===== src/rtl/conv_bcd_pkg.sv =====
// Shared types and constants for the binary-to-BCD converter.
// Optional feature: CONV_SIGNED_EN selects two's-complement input handling.
package conv_pkg;

    localparam int N_BITS = 8;
    localparam int N_DIG  = 3;
    localparam int ITER   = 8;

    typedef enum logic [1:0] {
        REPOSO   = 2'd0,
        DESPLAZA = 2'd1,
        FIN      = 2'd2
    } estado_t;

    // Value that enters the shift register: raw input, or its absolute value
    // in the signed build (-128 folds to 128 as an 8-bit unsigned quantity).
    function automatic logic [N_BITS-1:0] magnitud(input logic [N_BITS-1:0] b);
`ifdef CONV_SIGNED_EN
        return b[N_BITS-1] ? (~b + 1'b1) : b;
`else
        return b;
`endif
    endfunction

endpackage


===== src/rtl/conv_bcd_if.sv =====
// Handshake and data bundle between the multiplier side and the converter.
interface conv_bcd_if;
    import conv_pkg::*;

    logic              start;
    logic [N_BITS-1:0] binario;
    logic              signo;
    logic [3:0]        centenas;
    logic [3:0]        decenas;
    logic [3:0]        unidades;
    logic              fin;

    modport master (
        output start, binario,
        input  signo, centenas, decenas, unidades, fin
    );

    modport slave (
        input  start, binario,
        output signo, centenas, decenas, unidades, fin
    );

endinterface


===== src/rtl/conv_bcd_ajuste3.sv =====
// Combinational BCD digit corrector: adds 3 to any digit of 5 or more so the
// following left shift carries correctly into the next decimal digit.
module ajuste3 (
    input  logic [3:0] d_i,
    output logic [3:0] d_o
);

    assign d_o = (d_i >= 4'd5) ? (d_i + 4'd3) : d_i;

endmodule


===== src/rtl/conv_bcd.sv =====
// Sequential binary-to-BCD converter (shift-and-add-3 over 8 iterations).
// Optional feature: define CONV_SIGNED_EN to treat binario as two's complement
// and report its sign on signo; otherwise signo is tied low.
module conv_bcd
    import conv_pkg::*;
(
    input  logic       clk,
    input  logic       reset,
    conv_bcd_if.slave  bus
);

    estado_t             estado_q, estado_d;
    logic [2:0]          cnt_q, cnt_d;
    logic                start_q;
    logic [4*N_DIG-1:0]  scr_q, scr_d;
    logic [N_BITS-1:0]   mag_q, mag_d;
    logic [3:0]          cen_q, cen_d;
    logic [3:0]          dec_q, dec_d;
    logic [3:0]          uni_q, uni_d;
    logic                fin_q, fin_d;
    logic                disparo;
    logic [4*N_DIG-1:0]  adj;
`ifdef CONV_SIGNED_EN
    logic                sgn_q, sgn_d;
    logic                signo_q, signo_d;
`endif

    assign disparo = bus.start & ~start_q;

    ajuste3 u_adj_cen (.d_i(scr_q[11:8]), .d_o(adj[11:8]));
    ajuste3 u_adj_dec (.d_i(scr_q[7:4]),  .d_o(adj[7:4]));
    ajuste3 u_adj_uni (.d_i(scr_q[3:0]),  .d_o(adj[3:0]));

    // Next-state, datapath and Moore output decode.
    always_comb begin
        estado_d = estado_q;
        cnt_d    = cnt_q;
        scr_d    = scr_q;
        mag_d    = mag_q;
        cen_d    = cen_q;
        dec_d    = dec_q;
        uni_d    = uni_q;
`ifdef CONV_SIGNED_EN
        sgn_d    = sgn_q;
        signo_d  = signo_q;
`endif
        case (estado_q)
            REPOSO, FIN: begin
                if (disparo) begin
                    mag_d    = magnitud(bus.binario);
`ifdef CONV_SIGNED_EN
                    sgn_d    = bus.binario[N_BITS-1];
`endif
                    scr_d    = '0;
                    cnt_d    = '0;
                    estado_d = DESPLAZA;
                end
            end
            DESPLAZA: begin
                // Correct digits first, then shift the combined {digits, magnitude}.
                {scr_d, mag_d} = {adj[4*N_DIG-2:0], mag_q, 1'b0};
                cnt_d          = cnt_q + 3'd1;
                if (cnt_q == 3'(ITER - 1)) begin
                    cen_d    = scr_d[11:8];
                    dec_d    = scr_d[7:4];
                    uni_d    = scr_d[3:0];
`ifdef CONV_SIGNED_EN
                    signo_d  = sgn_q;
`endif
                    estado_d = FIN;
                end
            end
            default: estado_d = REPOSO;
        endcase
        fin_d = (estado_d == FIN);
    end

    // State and data registers with synchronous reset taking priority.
    always_ff @(posedge clk) begin
        if (reset) begin
            estado_q <= REPOSO;
            cnt_q    <= '0;
            start_q  <= 1'b0;
            scr_q    <= '0;
            mag_q    <= '0;
            cen_q    <= '0;
            dec_q    <= '0;
            uni_q    <= '0;
            fin_q    <= 1'b0;
`ifdef CONV_SIGNED_EN
            sgn_q    <= 1'b0;
            signo_q  <= 1'b0;
`endif
        end else begin
            estado_q <= estado_d;
            cnt_q    <= cnt_d;
            start_q  <= bus.start;
            scr_q    <= scr_d;
            mag_q    <= mag_d;
            cen_q    <= cen_d;
            dec_q    <= dec_d;
            uni_q    <= uni_d;
            fin_q    <= fin_d;
`ifdef CONV_SIGNED_EN
            sgn_q    <= sgn_d;
            signo_q  <= signo_d;
`endif
        end
    end

    assign bus.centenas = cen_q;
    assign bus.decenas  = dec_q;
    assign bus.unidades = uni_q;
    assign bus.fin      = fin_q;
`ifdef CONV_SIGNED_EN
    assign bus.signo    = signo_q;
`else
    assign bus.signo    = 1'b0;
`endif

endmodule


===== src/flat_wrapper.sv =====
// flat-port wrapper written by rule: the top's interface ports become plain ports
module conv_bcd_flat import conv_pkg::*;
  (clk, reset, bus_start, bus_binario, bus_signo, bus_centenas, bus_decenas, bus_unidades, bus_fin);
  conv_bcd_if bus_i ();
  input  logic clk;
  input  logic reset;
  input wire logic [$bits(bus_i.start)-1:0] bus_start;
  input wire logic [$bits(bus_i.binario)-1:0] bus_binario;
  output wire logic [$bits(bus_i.signo)-1:0] bus_signo;
  output wire logic [$bits(bus_i.centenas)-1:0] bus_centenas;
  output wire logic [$bits(bus_i.decenas)-1:0] bus_decenas;
  output wire logic [$bits(bus_i.unidades)-1:0] bus_unidades;
  output wire logic [$bits(bus_i.fin)-1:0] bus_fin;
  assign bus_i.start = bus_start;
  assign bus_i.binario = bus_binario;
  assign bus_signo = bus_i.signo;
  assign bus_centenas = bus_i.centenas;
  assign bus_decenas = bus_i.decenas;
  assign bus_unidades = bus_i.unidades;
  assign bus_fin = bus_i.fin;
  conv_bcd u_core (.clk(clk), .reset(reset), .bus(bus_i));
endmodule

===== config.mk =====
export PLATFORM = sky130hd
export DESIGN_NAME = conv_bcd_flat
export DESIGN_NICKNAME = d
export VERILOG_FILES = /design/src/rtl/conv_bcd_pkg.sv /design/src/rtl/conv_bcd_if.sv /design/src/rtl/conv_bcd_ajuste3.sv /design/src/rtl/conv_bcd.sv /design/src/flat_wrapper.sv
export SDC_FILE = /design/constraint.sdc
export NUM_CORES = 1
export LEC_CHECK = 0
export CAP_MARGIN = 20
export CORE_MARGIN = 2
export CORE_UTILIZATION = 56
export DETAILED_ROUTE_END_ITERATION = 6
export DONT_BUFFER_PORTS = 1
export PLACE_DENSITY_LB_ADDON = 0.3
export SETUP_SLACK_MARGIN = 0.05
export SKIP_LAST_GASP = 1
export SYNTH_ARGS = -nofsm -noshare
export SYNTH_HDL_FRONTEND = slang
export SYNTH_HIERARCHICAL = 1
export SYNTH_SLANG_ARGS = --single-unit

===== constraint.sdc =====
create_clock -name clk -period 3.13 [get_ports clk]
set_input_delay 0.4695 -clock clk [delete_from_list [all_inputs] [get_ports clk]]
set_output_delay 0.4695 -clock clk [all_outputs]
set_load 0.01 [all_outputs]

======== After elaboration in Yosys (flattened, before gate mapping) ========
Index checks and enable logic that the tools add are counted.
Widths: inputs -> output; s select.
operators by class
  add/subtract/negate cells ............... 4
  $lt $le $gt $ge ......................... 3
  eq/ne operators ......................... 5
  muxes and demuxes ....................... 12
  bitwise logic cells ..................... 2
  reduce and logical (&&, ||, !) cells .... 5
operator list
  cell                 count
  $pmux 12 s2          1
  $pmux 8 s2           1
  $ge 4x3->1 const B   3
  $mux 12              1
  $add 4x2->4 const B  2
  $mux 4               2
  $mux 8               1
  $mux 3               2
  $pmux 3 s2           1
  $eq 2x2->1 const B   2
  $mux 2               2
  $pmux 2 s2           1
  $reduce_and 2->1     2
  $add 3x1->3 const B  1
  $add 3x2->3 const B  1
  $eq 3x3->1 const B   1
  $eq 2x1->1 const B   1
  $logic_not 2->1      1
  $ne 2x1->1 const B   1
  $reduce_bool 2->1    1
  $reduce_or 2->1      1
  $and 1x1->1          1
  $not 1->1            1
storage, ports and cells
  register bits ........................... 39
  input port bits ......................... 11
  word-level logic and storage cells ...... 40

======== Longest topological paths before layout ========
Gate-level depths: netlist of the first run.
  depth in word-level cells ............... 5
  mapped depth ............................ 7
  depth with buffers taken out ............ 7

======== Modules after synthesis ========
Netlist of the first run, hierarchy kept.
by module, submodules not included
  module    instances  cells an instance  area an instance (um^2)  seq. area each (um^2)
  conv_bcd  1          150                1441.4                   780.7
  ajuste3   3          16                 101.3                    0.0

======== Least setup slack after synthesis of the first run ========
Ideal clock, no wire load.
  path type ............................... reg2reg
  from .................................... register u_core.cnt_q[0]
  to ...................................... register u_core.cen_q[3], in the netlist u_core/bus.centenas[3]
  library setup time ...................... 70 ps
  data arrival time ....................... 1297 ps
  data required time ...................... 3060 ps
  setup slack ............................. 1763 ps
  stages on the path, launching flop included .. 7
  cells stage by stage .................... dfxtp_1 > ha_1 > ha_1 > nand3b_1 > clkbuf_1 > nand2_1 > a21oi_1
on the way
  word-level cells in the longest chain between the ends .. 2
ends and longest elaborated chain
  what                        RTL line         RTL
  start, declared             conv_bcd.sv:13   logic [2:0] cnt_q, cnt_d;
  start signal, assigned      conv_bcd.sv:96   cnt_q <= cnt_d;
  $eq 3x3->1                  conv_bcd.sv:63   if (cnt_q == 3'(ITER - 1)) begin
  $reduce_and 2->1 (no line)  --
  end signal, assigned        conv_bcd.sv:100  cen_q <= cen_d;
  end, declared               conv_bcd.sv:17   logic [3:0] cen_q, cen_d;
No other way between the ends.
A chain may end at the register's enable or synchronous reset.

======== Worst setup path after layout of the first run ========
  from .................................... register u_core.estado_q[0]
  to ...................................... register u_core.cnt_q[0]
on the way
  word-level cells in the longest chain between the ends .. 4
ends and longest elaborated chain
  what                                                              RTL line        RTL
  start, declared                                                   conv_bcd.sv:12  estado_t estado_q, estado_d;
  start signal, assigned                                            conv_bcd.sv:95  estado_q <= estado_d;
  $eq 2x2->1 / $logic_not 2->1 (equally long branches)              conv_bcd.sv:47  case (estado_q)
  $reduce_or 2->1                                                   conv_bcd.sv:47
  $ne 2x1->1 (no line) / $reduce_bool 2->1 (equally long branches)  --
  $reduce_and 2->1 (no line)                                        --
Parallel ways exist; a longest one is shown, timed or not.

==> results.tsv, run 1 <==
metric	value	unit
syn_nets	213	
utilization	57.8	%
fp.dieH	59.5	um
cts.sinks	39	
hold_viol	0	
setup_violations	0	
syn_avg_cell_area	8.89	um^2
ant_nets	0	
cellPowerDensity	468	nW/um^2
tightest_slew	677	ps
start_util	57.5	%
crit_type	reg2reg	
rows	20	
skew	7.16	ps
routed_wirelength	3110	um
crit_slowest_cell	nor2b_1	
grt_use_total	19.1	%
drv_cap	0	
ir_worst_vdd	0.301	mV
htreeDepth	2	
ios	25	
clock_path_buffers	2	
critPathTopFamily	simple AND/OR/NAND/NOR gates	
yosysWarnings	6	
grt_pass1_vias	1153	
slew_viol_final	0	
port_buffers	0	
antennaDiodeCount	0	
cts_tree	yes	
clkTransAtPathRegs	110	ps
die_area	3540	um^2
pre_cts_slack	1500	ps
core	3000	um^2
hold_path_class	in2reg	
rsz0062_at_grt	false	
p_leak	0.683	nW
clock_latency	330	ps
crit_buf_inv	0	
dpl.cell_count	216	
via_count	1316	
fp.dieW	59.5	um
drt_iter0_drc	28	
worstSetupEndpointType	register	
gp_congestion	0.773	
synthCells	194	
crit_required	3360	ps
hold_ws	193	ps
grt_max_degree	27	
arrival	1920	ps
max_slew_margin	54.8	%
fmax	592	MHz
finalSetupTns	0	ps
numCtsBuffers	5	
min_period_over_period	54.0	%
area_delta_synth_final	0.580	%
fin_ws	1440	ps
firstDrtPassIters	4	
syn_area	1730	um^2
wl_per_cell	13.9	um
viasPerCell	5.88	
fin_nets	209	
dp_hpwl	2180	um
drive_gt1_share	7.33	%
stdcell_count	224	
ctsResizeCount	0	
grt_pass1_wl	5030	um
antenna_found_initial	0	
status	finished clean	
min_period	1690	ps
critPathMaxStageDelay	600	ps
cp_cell_sequence	nor2b_1 -> nor3_4 -> mux2_2	
route.detailed.drc	0	
setup.worst_path.start_class	register	
worstPathMaxFanout	15	
hold_buffers	0	
cts_setup_buffers	0	
cts_root_buf	clkbuf_4	
overflow	0	
==> where the power goes <==
group	internal [W]	switching (W)	total, W
Clock	0.0000877	0.000146	0.000233
Combinational	0.0000223	0.0000343	0.0000566
Sequential	0.000511	0.0000113	0.000522
==> final cells by class <==
type	count	area [um^2]
inverters	6	22.5
clock inverters	1	5.00
multi-input cells	138	841
fillers	291	1270
flip-flops and latches	39	781
clock buffers	7	45.0
well taps	33	41.3
==> stage by stage <==
stage / cell area (um^2) / total power [W]
6_report: 1740 / 0.000812
5_1_grt: 1740 / 0.000854
4_1_cts: 1740 / 0.000824
3_5_place_dp: 1690 / 0.000589
3_3_place_gp: 1690 / 0.000586
2_1_floorplan: 1730 / 0.000593
==> state kept, by name (all words and copies together) (netlist names) <==
register	cells
u_core/bus.decenas	4
u_core/estado_q	2
u_core/mag_q	8
u_core/cnt_q	3
u_core/bus.unidades	4
u_core/bus.centenas	4
u_core/bus.fin	1
u_core/scr_q	12
u_core/start_q	1
==> path summary, 6_finish.rpt <==
| check | from | end | slack [ps] | depth (start not counted) |
|---|---|---|---|---|
| max | u_core/estado_q[0]$_SDFF_PP0_ | u_core/cnt_q[0]$_SDFFE_PP0P_ | 1440 | 3 |
| min | reset | u_core/bus.decenas[0]$_SDFFE_PP0P_ | 190 | 1 |
| max reg2reg | u_core/estado_q[0]$_SDFF_PP0_ | u_core/cnt_q[0]$_SDFFE_PP0P_ | 1440 | 3 |
| min reg2reg | u_core/mag_q[0]$_SDFFE_PP0P_ | u_core/mag_q[0]$_SDFFE_PP0P_ | 470 | 2 |
==> layer usage <==
layer  vias up  routed length [um]  global-route usage (%)
met5         -                   0                       0
met4         0                  25                    7.62
met3         2                 163                    7.21
met2        34                1500                    30.6
met1       629                1420                    23.1
li1        651                   -                       -
==> cell usage in the layout, fill, tap and decap left out <==
| cell | instances |
|---|---|
| clkinv_2 | 1 |
| nor3_4 | 1 |
| xnor2_1 | 3 |
| nand2_1 | 36 |
| or3b_1 | 1 |
| nand2b_1 | 7 |
| nor2_2 | 1 |
| a21oi_2 | 3 |
| nor3b_4 | 1 |
| a21oi_1 | 15 |
| inv_1 | 6 |
| clkbuf_1 | 2 |
| nand3_1 | 1 |
| clkbuf_4 | 5 |
| nand3b_1 | 2 |
| and3b_2 | 1 |
| o21a_1 | 1 |
| o21ai_0 | 2 |
| mux2i_1 | 3 |
| nor4_1 | 7 |
| dfxtp_1 | 39 |
| ha_1 | 8 |
| nor2_1 | 18 |
| o21ai_1 | 2 |
| a22o_1 | 14 |
| nor3_1 | 7 |
| mux2_2 | 1 |
| nor2b_1 | 2 |
| conb_1 | 1 |
Note: power is estimated with default switching activity, not from simulation.
==> run 2, diff against run 1 <==
==> constraint.sdc (replaced) <==
create_clock -name clk -period 1.75 [get_ports clk]
set_input_delay 0.2625 -clock clk [delete_from_list [all_inputs] [get_ports clk]]
set_output_delay 0.2625 -clock clk [all_outputs]
set_load 0.01 [all_outputs]
==> results.tsv, run 2 (same netlist as run 1, synthesis figures left out) <==
metric	value	unit	change
port_buffers	0		unchanged
viasPerCell	5.63		was 5.88
numCtsBuffers	5		unchanged
min_delay_path_depth	2		was 1
drv_cap	0		unchanged
grt_max_degree	25		was 27
multiInputGateArea	841	um^2	unchanged
clkTransAtPathRegs	120	ps	was 110 ps
min_period	1550	ps	was 1690 ps
crit_type	reg2reg		unchanged
slew_viol_final	0		unchanged
cts_root_buf	clkbuf_4		unchanged
worstSetupEndpointType	register		unchanged
hp-start	bus_binario[0]		was reset
fmax	645	MHz	was 592 MHz
hold_path_end	u_core/mag_q[0]$_SDFFE_PP0P_		was u_core/bus.decenas[0]$_SDFFE_PP0P_
cts_setup_buffers	0		unchanged
cts_tree	yes		unchanged
rsz0062_at_grt	false		unchanged
grt_pass1_vias	1236		was 1153
ir_worst_vdd	0.517	mV	was 0.301 mV
antennaDiodeCount	0		unchanged
cts.sinks	39		unchanged
rr_worst_depth	7		was 3
largestRegisters	u_core/scr_q: 12 flops, u_core/mag_q: 8 flops		unchanged
tightest_slew	901	ps	was 677 ps
largest-register	u_core/scr_q		unchanged
cellPowerDensity	921	nW/um^2	was 468 nW/um^2
r2r_slack	200	ps	was 1440 ps
dp_hpwl	2230	um	was 2180 um
antenna_found_initial	0		unchanged
fillCellCount	272		was 291
core	3000	um^2	unchanged
setup.worst_path.start_class	register		unchanged
rows	20		unchanged
setup_violations	0		unchanged
hold_viol	0		unchanged
ios	25		unchanged
skew	11.4	ps	was 7.16 ps
largest_register_ffs	12		unchanged
ctsResizeCount	0		unchanged
grt_use_total	20.6	%	was 19.1%
fp.dieW	59.5	um	unchanged
clock_latency	350	ps	was 330 ps
htreeDepth	2		unchanged
max_slew_margin	39.7	%	was 54.8%
regToRegStartpoint	u_core/scr_q[5]$_SDFFE_PP0P_		was u_core/estado_q[0]$_SDFF_PP0_
routed_wirelength	3240	um	was 3110 um
drt_iter0_drc	40		was 28
via_count	1307		was 1316
route.detailed.drc	0		unchanged
timing.rr.end	u_core/bus.decenas[2]$_SDFFE_PP0P_		was u_core/cnt_q[0]$_SDFFE_PP0P_
drive_gt1_share	11.6	%	was 7.33%
status	finished clean		unchanged
clock_path_buffers	2		unchanged
final_cell_mix	dfxtp_1, nand2_1, nor2_1		unchanged
fin_nets	217		was 209
hold_buffers	1		was 0
hold_path_class	in2reg		unchanged
die_area	3540	um^2	unchanged
utilization	61.1	%	was 57.8%
wl_per_cell	14.0	um	was 13.9 um
ant_nets	0		unchanged
area_delta_synth_final	6.31	%	was 0.580%
gp_congestion	0.779		was 0.773
start_util	57.5	%	unchanged
grt_pass1_wl	5290	um	was 5030 um
p_leak	0.740	nW	was 0.683 nW
crit_required	2030	ps	was 3360 ps
overflow	0		unchanged
min_period_over_period	88.6	%	was 54.0%
worstPathMaxFanout	3		was 15
ff_latch_area	781	um^2	unchanged
finalSetupTns	0	ps	unchanged
fp.dieH	59.5	um	unchanged
firstDrtPassIters	4		unchanged
arrival	1830	ps	was 1920 ps
final_common_cell	dfxtp_1		unchanged
## run 2: per-stage QoR
stage	power (W)	instance area, um^2	setup WS, ps	hold slack, ps	std cells
3_5_place_dp	0.00107	1740	238	336	223
3_3_place_gp	0.00106	1740	367	335	223
5_1_grt	0.00178	1830	106	22.3	232
6_report	0.00169	1830	199	35.9	232
4_1_cts	0.00171	1830	198	13.6	232
2_1_floorplan	0.00106	1730	383	391	194
## run 2: how the worst max path moves through the flow
stage,startpoint,end,slack (ps),depth (start not counted)
2_1_floorplan,u_core/cnt_q[0]$_SDFFE_PP0P_,u_core/bus.centenas[3]$_SDFFE_PP0P_,380,6
3_3_place_gp,u_core/scr_q[1]$_SDFFE_PP0P_,u_core/bus.unidades[2]$_SDFFE_PP0P_,370,7
3_5_place_dp,u_core/scr_q[5]$_SDFFE_PP0P_,u_core/bus.decenas[2]$_SDFFE_PP0P_,240,7
4_1_cts,u_core/scr_q[5]$_SDFFE_PP0P_,u_core/bus.decenas[2]$_SDFFE_PP0P_,200,7
5_1_grt,u_core/scr_q[5]$_SDFFE_PP0P_,u_core/bus.decenas[2]$_SDFFE_PP0P_,110,7
6_report,u_core/scr_q[5]$_SDFFE_PP0P_,u_core/bus.decenas[2]$_SDFFE_PP0P_,200,7
## run 2: layout make-up
class	count	share of cell area (%)
clock buffer	6	2.80
clock inverter	2	1.91
tap	33	2.25
sequential	39	42.6
inverter	6	1.23
timing repair buffer	8	3.41
multi-input combinational	138	45.8
## run 2: worst max-delay path, stage by stage (launching register included)
cell	delay [ps]
dfxtp_1	370
inv_1	80
ha_1	180
nand2b_1	180
a21oi_2	210
mux2i_1	260
nand2_1	70
a21oi_1	120
## run 2: power by group
part,total (W),switching [W],internal (W),leakage (nW)
Combinational,0.000125,0.0000728,0.0000524,0.375
Clock,0.000631,0.000293,0.000338,0.0482
Sequential,0.000933,0.0000185,0.000914,0.317
Total,0.00169,0.000384,0.00130,0.740
## run 2: per-layer routing
layer | global-route usage [%] | wire length [um]
met1 | 24.6 | 1430
met2 | 32.7 | 1590
met3 | 8.08 | 181
met4 | 9.21 | 41
met5 | 0 | 0
